`config.mk`:
```
export PLATFORM = sky130hd
export DESIGN_NAME = l2_reqs_sched
export DESIGN_NICKNAME = d
export VERILOG_FILES = /design/src/rtl/l2_reqs_sched_pkg.sv /design/src/rtl/l2_reqs_sched_prio_arb.sv /design/src/rtl/l2_reqs_sched.sv
export SDC_FILE = /design/constraint.sdc
export NUM_CORES = 1
export LEC_CHECK = 0
export CORE_ASPECT_RATIO = 0.9
export CORE_UTILIZATION = 45
export DETAILED_ROUTE_END_ITERATION = 10
export PLACE_DENSITY = 0.75
export SYNTH_ARGS = -nofsm -noshare
export SYNTH_HDL_FRONTEND = slang
export SYNTH_SLANG_ARGS = --single-unit
```
`constraint.sdc`:
```
create_clock -name clk -period 3.55 [get_ports clk]
set_clock_uncertainty 0.05 [all_clocks]
set_input_delay 0.8875 -clock clk [delete_from_list [all_inputs] [get_ports clk]]
set_output_delay 0.8875 -clock clk [all_outputs]
set_load 0.005 [all_outputs]
```
`src/rtl/l2_reqs_sched_pkg.sv`:
```
// Shared constants and types for the L2 request-buffer lookup scheduler.
// Op codes, source ids and the sequencer state encoding live here.
package l2_reqs_sched_pkg;

    localparam logic [2:0] L2_REQS_LOOKUP     = 3'b000;
    localparam logic [2:0] L2_REQS_PEEK_FWD   = 3'b001;
    localparam logic [2:0] L2_REQS_PEEK_REQ   = 3'b010;
    localparam logic [2:0] L2_REQS_PEEK_FLUSH = 3'b011;

    typedef logic [1:0] src_id_t;

    localparam src_id_t SRC_FWD   = 2'd0;
    localparam src_id_t SRC_RSP   = 2'd1;
    localparam src_id_t SRC_CPU   = 2'd2;
    localparam src_id_t SRC_FLUSH = 2'd3;

    typedef enum logic [1:0] {IDLE, CAPT, RESP} sched_state_t;

    function automatic logic [2:0] src_op_code(input src_id_t src);
        logic [2:0] op;
        case (src)
            SRC_FWD: op = L2_REQS_PEEK_FWD;
            SRC_RSP: op = L2_REQS_LOOKUP;
            SRC_CPU: op = L2_REQS_PEEK_REQ;
            default: op = L2_REQS_PEEK_FLUSH;
        endcase
        return op;
    endfunction

    function automatic src_id_t onehot_to_src(input logic [3:0] gnt);
        src_id_t src;
        if (gnt[3]) begin
            src = SRC_FLUSH;
        end else if (gnt[2]) begin
            src = SRC_CPU;
        end else if (gnt[1]) begin
            src = SRC_RSP;
        end else begin
            src = SRC_FWD;
        end
        return src;
    endfunction

endpackage

```
`src/rtl/l2_reqs_sched_prio_arb.sv`:
```
// Four-input fixed-priority arbiter (0 highest) with a promote path that lets
// the cpu/flush pair jump the queue; prefer_hi picks flush when both are present.
module l2_reqs_prio_arb (
    input  logic [3:0] req,
    input  logic       promote,
    input  logic       prefer_hi,
    output logic [3:0] gnt
);

    always_comb begin
        gnt = 4'b0000;
        if (promote && (req[2] || req[3])) begin
            if (req[3] && (prefer_hi || !req[2])) begin
                gnt[3] = 1'b1;
            end else begin
                gnt[2] = 1'b1;
            end
        end else if (req[0]) begin
            gnt[0] = 1'b1;
        end else if (req[1]) begin
            gnt[1] = 1'b1;
        end else if (req[2]) begin
            gnt[2] = 1'b1;
        end else if (req[3]) begin
            gnt[3] = 1'b1;
        end
    end

endmodule

```
`src/rtl/l2_reqs_sched.sv`:
```
// Lookup-port sequencer: arbitrates four requesters, issues one lookup, captures
// the registered result and hands it back over valid/ready; tracks buffer occupancy.
module l2_reqs_sched
    import l2_reqs_sched_pkg::*;
#(
    parameter int unsigned N_REQS     = 4,
    parameter int unsigned REQS_BITS  = 2,
    parameter int unsigned STARVE_MAX = 8
) (
    input  logic                 clk,
    input  logic                 rst,
    input  logic [3:0]           req_valid,
    output logic [3:0]           req_ready,
    output logic [2:0]           reqs_op_code,
    output logic                 lookup_en,
    input  logic [REQS_BITS-1:0] reqs_i,
    input  logic                 reqs_hit,
    input  logic                 set_conflict,
    output logic                 res_valid,
    input  logic                 res_ready,
    output logic [1:0]           res_src,
    output logic [REQS_BITS-1:0] res_reqs_i,
    output logic                 res_hit,
    input  logic                 alloc,
    input  logic                 free,
    output logic [REQS_BITS:0]   occupancy,
    output logic                 full,
    output logic                 err
);

    localparam int unsigned CNT_W = $clog2(STARVE_MAX + 1);
    localparam int unsigned OCC_W = REQS_BITS + 1;
    localparam logic [CNT_W-1:0] STARVE_TOP = CNT_W'(STARVE_MAX);
    localparam logic [OCC_W-1:0] OCC_FULL   = OCC_W'(N_REQS);

    sched_state_t          state_q, state_d;
    src_id_t               src_q, src_d;
    logic                  res_valid_q, res_valid_d;
    src_id_t               res_src_q, res_src_d;
    logic [REQS_BITS-1:0]  res_reqs_i_q, res_reqs_i_d;
    logic                  res_hit_q, res_hit_d;
    logic [CNT_W-1:0]      starve_q, starve_d;
    logic                  pend_q, pend_d;
    logic [OCC_W-1:0]      occ_q, occ_d;
    logic                  err_q, err_d;
    logic [3:0]            wait_q, wait_d;
    logic                  older3_q, older3_d;

    logic       full_w;
    logic       peek_ok;
    logic [3:0] elig;
    logic [3:0] gnt;
    logic       promote;
    logic       issue;
    logic       res_ack;
    src_id_t    win_src;

    assign full_w  = (occ_q == OCC_FULL);
    assign peek_ok = !full_w && !pend_q;
    assign elig    = {req_valid[3] & peek_ok, req_valid[2] & peek_ok, req_valid[1:0]};
    assign promote = (starve_q == STARVE_TOP);

    // Flush is older only if it was already waiting and cpu either was not, or was younger.
    assign older3_d = req_valid[3] && req_valid[2] && wait_q[3] && (!wait_q[2] || older3_q);

    l2_reqs_prio_arb u_arb (
        .req       (elig),
        .promote   (promote),
        .prefer_hi (older3_d),
        .gnt       (gnt)
    );

    assign win_src = onehot_to_src(gnt);
    assign issue   = (state_q == IDLE) && (|elig);
    assign res_ack = (state_q == RESP) && res_ready;

    // Issue is combinational from IDLE; gating with rst keeps it quiet during reset.
    assign lookup_en    = rst && issue;
    assign reqs_op_code = (rst && issue) ? src_op_code(win_src) : L2_REQS_LOOKUP;
    assign req_ready    = res_ack ? (4'(1) << src_q) : 4'b0000;

    assign res_valid  = res_valid_q;
    assign res_src    = res_src_q;
    assign res_reqs_i = res_reqs_i_q;
    assign res_hit    = res_hit_q;
    assign occupancy  = occ_q;
    assign full       = full_w;
    assign err        = err_q;

    always_comb begin
        state_d      = state_q;
        src_d        = src_q;
        res_valid_d  = res_valid_q;
        res_src_d    = res_src_q;
        res_reqs_i_d = res_reqs_i_q;
        res_hit_d    = res_hit_q;
        unique case (state_q)
            IDLE: begin
                if (issue) begin
                    src_d   = win_src;
                    state_d = CAPT;
                end
            end
            CAPT: begin
                res_valid_d  = 1'b1;
                res_src_d    = src_q;
                res_reqs_i_d = reqs_i;
                unique case (src_q)
                    SRC_FWD, SRC_RSP: res_hit_d = reqs_hit;
                    SRC_CPU:          res_hit_d = set_conflict;
                    default:          res_hit_d = 1'b0;
                endcase
                state_d = RESP;
            end
            RESP: begin
                if (res_ready) begin
                    res_valid_d = 1'b0;
                    state_d     = IDLE;
                end
            end
            default: state_d = IDLE;
        endcase
    end

    always_comb begin
        starve_d = starve_q;
        if (!req_valid[2] && !req_valid[3]) begin
            starve_d = '0;
        end else if (issue && win_src[1]) begin
            starve_d = '0;
        end else if (issue && (starve_q != STARVE_TOP)) begin
            starve_d = starve_q + CNT_W'(1);
        end
    end

    // A cpu result flagged as set conflict never fills, so it releases the reservation.
    always_comb begin
        pend_d = pend_q;
        if (alloc || (res_ack && (src_q == SRC_CPU) && res_hit_q)) begin
            pend_d = 1'b0;
        end
        if (issue && win_src[1]) begin
            pend_d = 1'b1;
        end
    end

    always_comb begin
        occ_d = occ_q;
        err_d = err_q;
        if (alloc && !free) begin
            if (full_w) begin
                err_d = 1'b1;
            end else begin
                occ_d = occ_q + OCC_W'(1);
            end
        end else if (free && !alloc) begin
            if (occ_q == '0) begin
                err_d = 1'b1;
            end else begin
                occ_d = occ_q - OCC_W'(1);
            end
        end
    end

    assign wait_d = req_valid & ~req_ready;

    always_ff @(posedge clk or negedge rst) begin
        if (!rst) begin
            state_q      <= IDLE;
            src_q        <= SRC_FWD;
            res_valid_q  <= 1'b0;
            res_src_q    <= SRC_FWD;
            res_reqs_i_q <= '0;
            res_hit_q    <= 1'b0;
            starve_q     <= '0;
            pend_q       <= 1'b0;
            occ_q        <= '0;
            err_q        <= 1'b0;
            wait_q       <= 4'b0000;
            older3_q     <= 1'b0;
        end else begin
            state_q      <= state_d;
            src_q        <= src_d;
            res_valid_q  <= res_valid_d;
            res_src_q    <= res_src_d;
            res_reqs_i_q <= res_reqs_i_d;
            res_hit_q    <= res_hit_d;
            starve_q     <= starve_d;
            pend_q       <= pend_d;
            occ_q        <= occ_d;
            err_q        <= err_d;
            wait_q       <= wait_d;
            older3_q     <= older3_d;
        end
    end

`ifndef SYNTHESIS
    hold_valid_a: assert property (@(posedge clk) disable iff (!rst)
        (state_q != IDLE) |-> req_valid[src_q]);
`endif

endmodule

```
==> reports/metrics.yaml, run 1 <==
status: "complete, no violations"
drc: 0
dr.first_iter.drc_count: 32
final_cell_area_sq_mm: 0.00169
ys_ff_latch: 22
critPathMostFrequentCell: "clkdlybuf4s50_1"
ant_nets: 0
final_cell_mix: "clkdlybuf4s50_1, dfrtp_1, inv_1"
cts_buffer_depth: 2
grt-ovfl-total: 0
grt_max_degree: 14
track_usage_pct: 23.1
synthDistinctLibCells: 46
vias_per_cell: 5.71
gp_congestion: 0.835
total_power_mw: 1.26
worstSkewPairLatency_ns: 0.32
fin_tns_setup_ns: 0
dp.final_hpwl_um: 2180
vias: 1107
nNetsFinal: 184
cap_viol_max_count: 0
die_w_um: 57.0
placed_cell_area_sq_mm: 0.00162
cts_root_buffer: "clkbuf_4"
postCtsHoldBufs: 0
crit_type: "primary input to output pin"
cts_buffers: 3
gr-usage-met2_pct: 38.2
cts_tree: "yes"
drv_slew: 0
critPathLaunchType: "primary input"
grt_util_met1_pct: 29.7
die-area_sq_mm: 0.00293
synth_seq_area_share_pct: 44.9
cp-end-kind: "output pin"
wl_per_cell_um: 15.1
hold_viol: 0
path_clk_slew_ns: 0.13
power_density_mw_per_mm2: 745
first_pass_iters: 5
antenna_found_initial: 0
setup_viol: 0
post-cts-setup-buffers: 0
grt_pass1_wl_um: 5100
syn_area_sq_mm: 0.00122
htreeDepth: 1
gr-max-usage-layer: "met2"
cellLeakagePower_nw: 0.761
finalCriticalPeriod_ns: 3.48
ios: 32
cpMaxStageDelayCell: "clkdlybuf4s50_1"
syn-instance-count: 125
fmax_ghz: 0.287
min_path_type: "flop to flop"
yosys_warnings: 0
synth_area_per_cell_sq_um: 9.80
ir_drop_v: 0.000457
cts.sinks: 22
diodes: 0
die_h_um: 51.5
multi_input_area_sq_um: 634
seq_area_sq_um: 551
num_rows: 17
port-buffer-count: 30
path_max_fanout: 3
fill_cells: 198
syn-num-nets: 142
dp_cells: 190
final_cells: 194
path_cells: "clkdlybuf4s50_1 > o21ba_4 > nand2_1 > a21oi_1 > and3_2 > clkdlybuf4s50_1"
period_share_pct: 98.0
arrival_ns: 2.54
coreArea_sq_mm: 0.00251
routed_wl_um: 2920
initial_core_util_pct: 48.8
crit_required_ns: 2.61
critPathMaxStageDelay_ns: 0.51
rsz0062_at_grt: "no"
syn_to_final_growth_pct: 38.0
final_common_cell: "clkdlybuf4s50_1"
met3_usage_pct: 6.72
grt_pass1_vias: 1174
post-route-util_pct: 67.3
drive_gt1_share_pct: 17.5
-- path summary, 6_finish.rpt --
path | startpoint | endpoint | slack [ns] | cells after the start
worst max-delay path | req_valid[2] | reqs_op_code[1] | 0.07 | 6
min in group asynchronous | rst | state_q[0] | 0.96 | 2
worst min-delay path | err | err | 0.45 | 2
max in group asynchronous | rst | wait_q[3] | 2.31 | 2
worst max register to register | occupancy[0] | occupancy[2] | 1.72 | 4
worst min register to register | err | err | 0.45 | 2
-- worst max-delay path: cells and delay by family --
kind,cells,cell delay [ns]
buf+inv,2,1.01
compound gates,2,0.34
simple gates,2,0.30
-- state kept, by name (all words and copies together), names as in the netlist --
signal      cells
src_q           2
res_reqs_i      2
older3_q        1
pend_q          1
err             1
starve_q        4
state_q         2
occupancy       3
res_hit         1
wait_q          2
res_valid       1
res_src         2
-- layer usage --
metal,vias up,share of wire (%)
li1,523,-
met3,4,6.3
met4,0,0.82
met1,543,47
met2,37,46
met5,-,0
-- synth_stat cells (all sizes together) --
master | count | area, sq um
dfrtp | 22 | 551
nor2 | 9 | 41.3
nor3b | 3 | 22.5
o2111a | 1 | 11.3
conb | 1 | 3.75
a32o | 1 | 10.0
mux2 | 5 | 60.1
a221oi | 1 | 8.76
and3 | 2 | 13.8
ha | 3 | 37.5
and2 | 1 | 7.51
nand3 | 1 | 5.00
a31oi | 2 | 12.5
nand2 | 9 | 33.8
nand3b | 3 | 22.5
a21oi | 8 | 51.3
a22oi | 1 | 7.51
nand4 | 1 | 6.26
or3b | 1 | 11.3
clkbuf | 1 | 3.75
a211oi | 2 | 15.0
buf | 2 | 12.5
o41ai | 1 | 8.76
o31ai | 1 | 7.51
or2 | 2 | 12.5
nor2b | 5 | 31.3
or3 | 1 | 6.26
xor2 | 1 | 8.76
o211ai | 1 | 7.51
o21ai | 8 | 40.0
inv | 11 | 41.3
o22ai | 1 | 6.26
o22a | 1 | 8.76
and3b | 1 | 8.76
nand2b | 2 | 12.5
nor3 | 4 | 20.0
nor4 | 1 | 6.26
fa | 1 | 20.0
o21ba | 2 | 20.0
mux2i | 1 | 10.0
-- layout make-up --
class,instances,share of cell area (%)
repair buffers,40,22.3
clock buffers,3,1.33
clock inverters,1,1.78
well taps,28,2.07
multi-input cells,89,37.5
flip-flops and latches,22,32.6
inverters,11,2.44
-- per-stage QoR --
stage	worst slack, ns	hold slack (ns)
2_1_floorplan	0.965	0.404
3_3_place_gp	-0.0151	0.392
3_5_place_dp	-0.147	0.418
4_1_cts	0.0285	0.449
5_1_grt	0.0270	0.466
6_report	0.0705	0.449
-- where the power goes --
part / internal (mW) / total (mW) / switching (mW) / leakage, nW
Combinational: 0.343 / 0.609 / 0.267 / 0.464
Clock: 0.114 / 0.193 / 0.0791 / 0.0279
Sequential: 0.345 / 0.457 / 0.112 / 0.269
Total: 0.802 / 1.26 / 0.458 / 0.761
-- logic make-up (layout without fill, tap and decap cells) --
kind of cell	Yosys count	in the layout	synth area share, %
compound gates	31	31	17.6
buf+inv	14	55	4.70
mux	6	6	5.72
fa+ha+maj	4	4	4.70
other cells	1	1	0.306
simple gates	46	46	21.3
flops	22	22	44.9
xor+xnor	1	1	0.715
-- repair_timing --
item,4_1_cts,5_1_grt
resized for setup,5,2
endpoints found under the hold margin,0,0
setup endpoints to repair,2,3
(Power assumes the default switching activity.)
==> run 2: changes to the inputs <==
CORE_UTILIZATION = 51   (was 45)
PLACE_DENSITY = 0.83   (was 0.75)
==> run 2 against run 1 <==
Compared with the run above: count of clock-buffer cells in the layout is the same; critical path depth is the same; core utilization increased by 8.9 points; global-route usage rose by 2.6 points; fmax grew 0.74%; cell area increased by 0.22%; die area fell by 11%; sequential share of layout area decreased by 0.072 points; wire length shrank 5.0%; critical path type unchanged; highest routed layer unchanged.
==> reports/metrics.yaml, run 2 (synthesis results as in run 1) <==
status: "complete, no violations"
regToRegEndpoint: "occupancy[2]"
clkPwrFrac_pct: 15.6
htreeDepth: 1
cp-end-kind: "output pin"
finalWorstSetupSlack_ns: 0.0960
antenna_found_initial: 0
final_cell_area_sq_mm: 0.00169
diodes: 0
p_int_mw: 0.798
fmax_ghz: 0.290
critPathMaxStageDelay_ns: 0.45
num_rows: 16
rsz0062_at_grt: "no"
die-area_sq_mm: 0.00260
critPathLaunchType: "primary input"
track_usage_pct: 25.7
power_density_mw_per_mm2: 740
die_h_um: 48.5
p_seq_share_pct: 36.3
post-cts-setup-buffers: 0
drive_gt1_share_pct: 18.1
largest_reg_flops: 4
cp-startpoint: "req_valid[1]"
gp_congestion: 0.848
ir_drop_v: 0.000573
crit_end: "reqs_op_code[1]"
cts_root_buffer: "clkbuf_4"
grt_max_degree: 14
r2r_start: "occupancy[0]"
setup_viol: 0
cts_buffer_depth: 2
grt-ovfl-total: 0
cts_tree: "yes"
path_cells: "clkdlybuf4s50_1 > or2_4 > a21oi_4 > nor2_4 > and3_2 > clkdlybuf4s50_1"
largest-register: "starve_q"
ant_nets: 0
critPathMostFrequentCell: "clkdlybuf4s50_1"
cellLeakagePower_nw: 0.752
cpMaxStageDelayCell: "clkdlybuf4s50_1"
finalCriticalPeriod_ns: 3.45
path_max_fanout: 7
vias_per_cell: 5.44
wl_per_cell_um: 14.4
p_switching_mw: 0.456
r2r_setup_slack_ns: 1.75
cts.sinks: 22
switching_share_pct: 36.4
placed_cell_area_sq_mm: 0.00162
final_common_cell: "clkdlybuf4s50_1"
dpl_worst_slack_ns: -0.0289
vias: 1049
fin_tns_setup_ns: 0
cap_viol_max_count: 0
grt_pass1_wl_um: 4710
ios: 32
coreArea_sq_mm: 0.00222
port-buffer-count: 30
first_pass_iters: 4
worstSkewPairLatency_ns: 0.33
min_path_type: "flop to flop"
drv_slew: 0
drc: 0
worstRegToRegCells: 4
hold_viol: 0
whs_ns: 0.456
dp.final_hpwl_um: 2170
period_share_pct: 97.3
nNetsFinal: 184
arrival_ns: 2.52
cts_buffers: 3
dp_cells: 189
grt_pass1_vias: 1045
initial_core_util_pct: 55.1
path_clk_slew_ns: 0.13
dr.first_iter.drc_count: 8
final_cell_mix: "clkdlybuf4s50_1, dfrtp_1, inv_1"
crit_required_ns: 2.61
routed_wl_um: 2770
p_comb_share_pct: 48.1
syn_to_final_growth_pct: 38.3
final_cells: 193
crit_type: "primary input to output pin"
die_w_um: 53.7
[run 2: changes by cell type in the layout (fill, tap and decap cells not counted), sizes merged]
cell	delta
clkdlybuf4s50	+1
dlygate4sd2	-1
[run 2: stage by stage]
step | power [mW] | util (%)
finish | 1.25 | 76.2
global route | 1.35 | 76.2
CTS | 1.25 | 75.2
detailed placement | 1.05 | 72.8
global placement | 1.01 | 72.8
floorplan | 0.787 | -
[run 2: power groups by stage]
stage | Sequential [mW] | Clock (mW) | Combinational [mW]
finish | 0.455 | 0.196 | 0.603
global route | 0.474 | 0.209 | 0.663
CTS | 0.455 | 0.201 | 0.593
detailed placement | 0.461 | 0 | 0.588
global placement | 0.450 | 0 | 0.562
floorplan | 0.437 | 0 | 0.350
[run 2: how the worst min path moves through the flow]
stage | start | endpoint | slack (ns) | cells past startpoint
final | err | err | 0.46 | 2
after detailed placement | err | err | 0.43 | 2
after global routing | err | err | 0.48 | 2
after floorplan | err | err | 0.40 | 2
after global placement | err | err | 0.40 | 2
after CTS | err | err | 0.46 | 2
[run 2: cell type report]
| type | count | area [sq um] |
|---|---|---|
| multi-input combinational | 89 | 638 |
| sequential | 22 | 551 |
| fill | 146 | 528 |
| timing repair buffer | 40 | 378 |
| inverter | 11 | 41.3 |
| tap | 27 | 33.8 |
| clock inverter | 1 | 30.0 |
| clock buffer | 3 | 22.5 |
[run 2: what timing repair did]
| action | CTS | global route |
|---|---|---|
| gates resized for setup | 1 | 6 |
| hold buffers | 0 | 0 |
| setup endpoints to repair | 1 | 3 |
| gates cloned | 0 | 0 |
[run 2: routing by layer]
layer | vias to the layer above | track usage (%) | routed length (um)
met5 | - | 0 | 0
met4 | 0 | 13.2 | 68
met3 | 5 | 6.92 | 70
met2 | 15 | 40.3 | 1360
met1 | 504 | 31.6 | 1270
li1 | 525 | - | -
[run 2: critical path, delay by kind of cell]
kind                   cells  cell delay [ns]
buffers and inverters      2             0.90
and+or+nand+nor            3             0.58
AOI/OAI and AO/OA          1             0.16
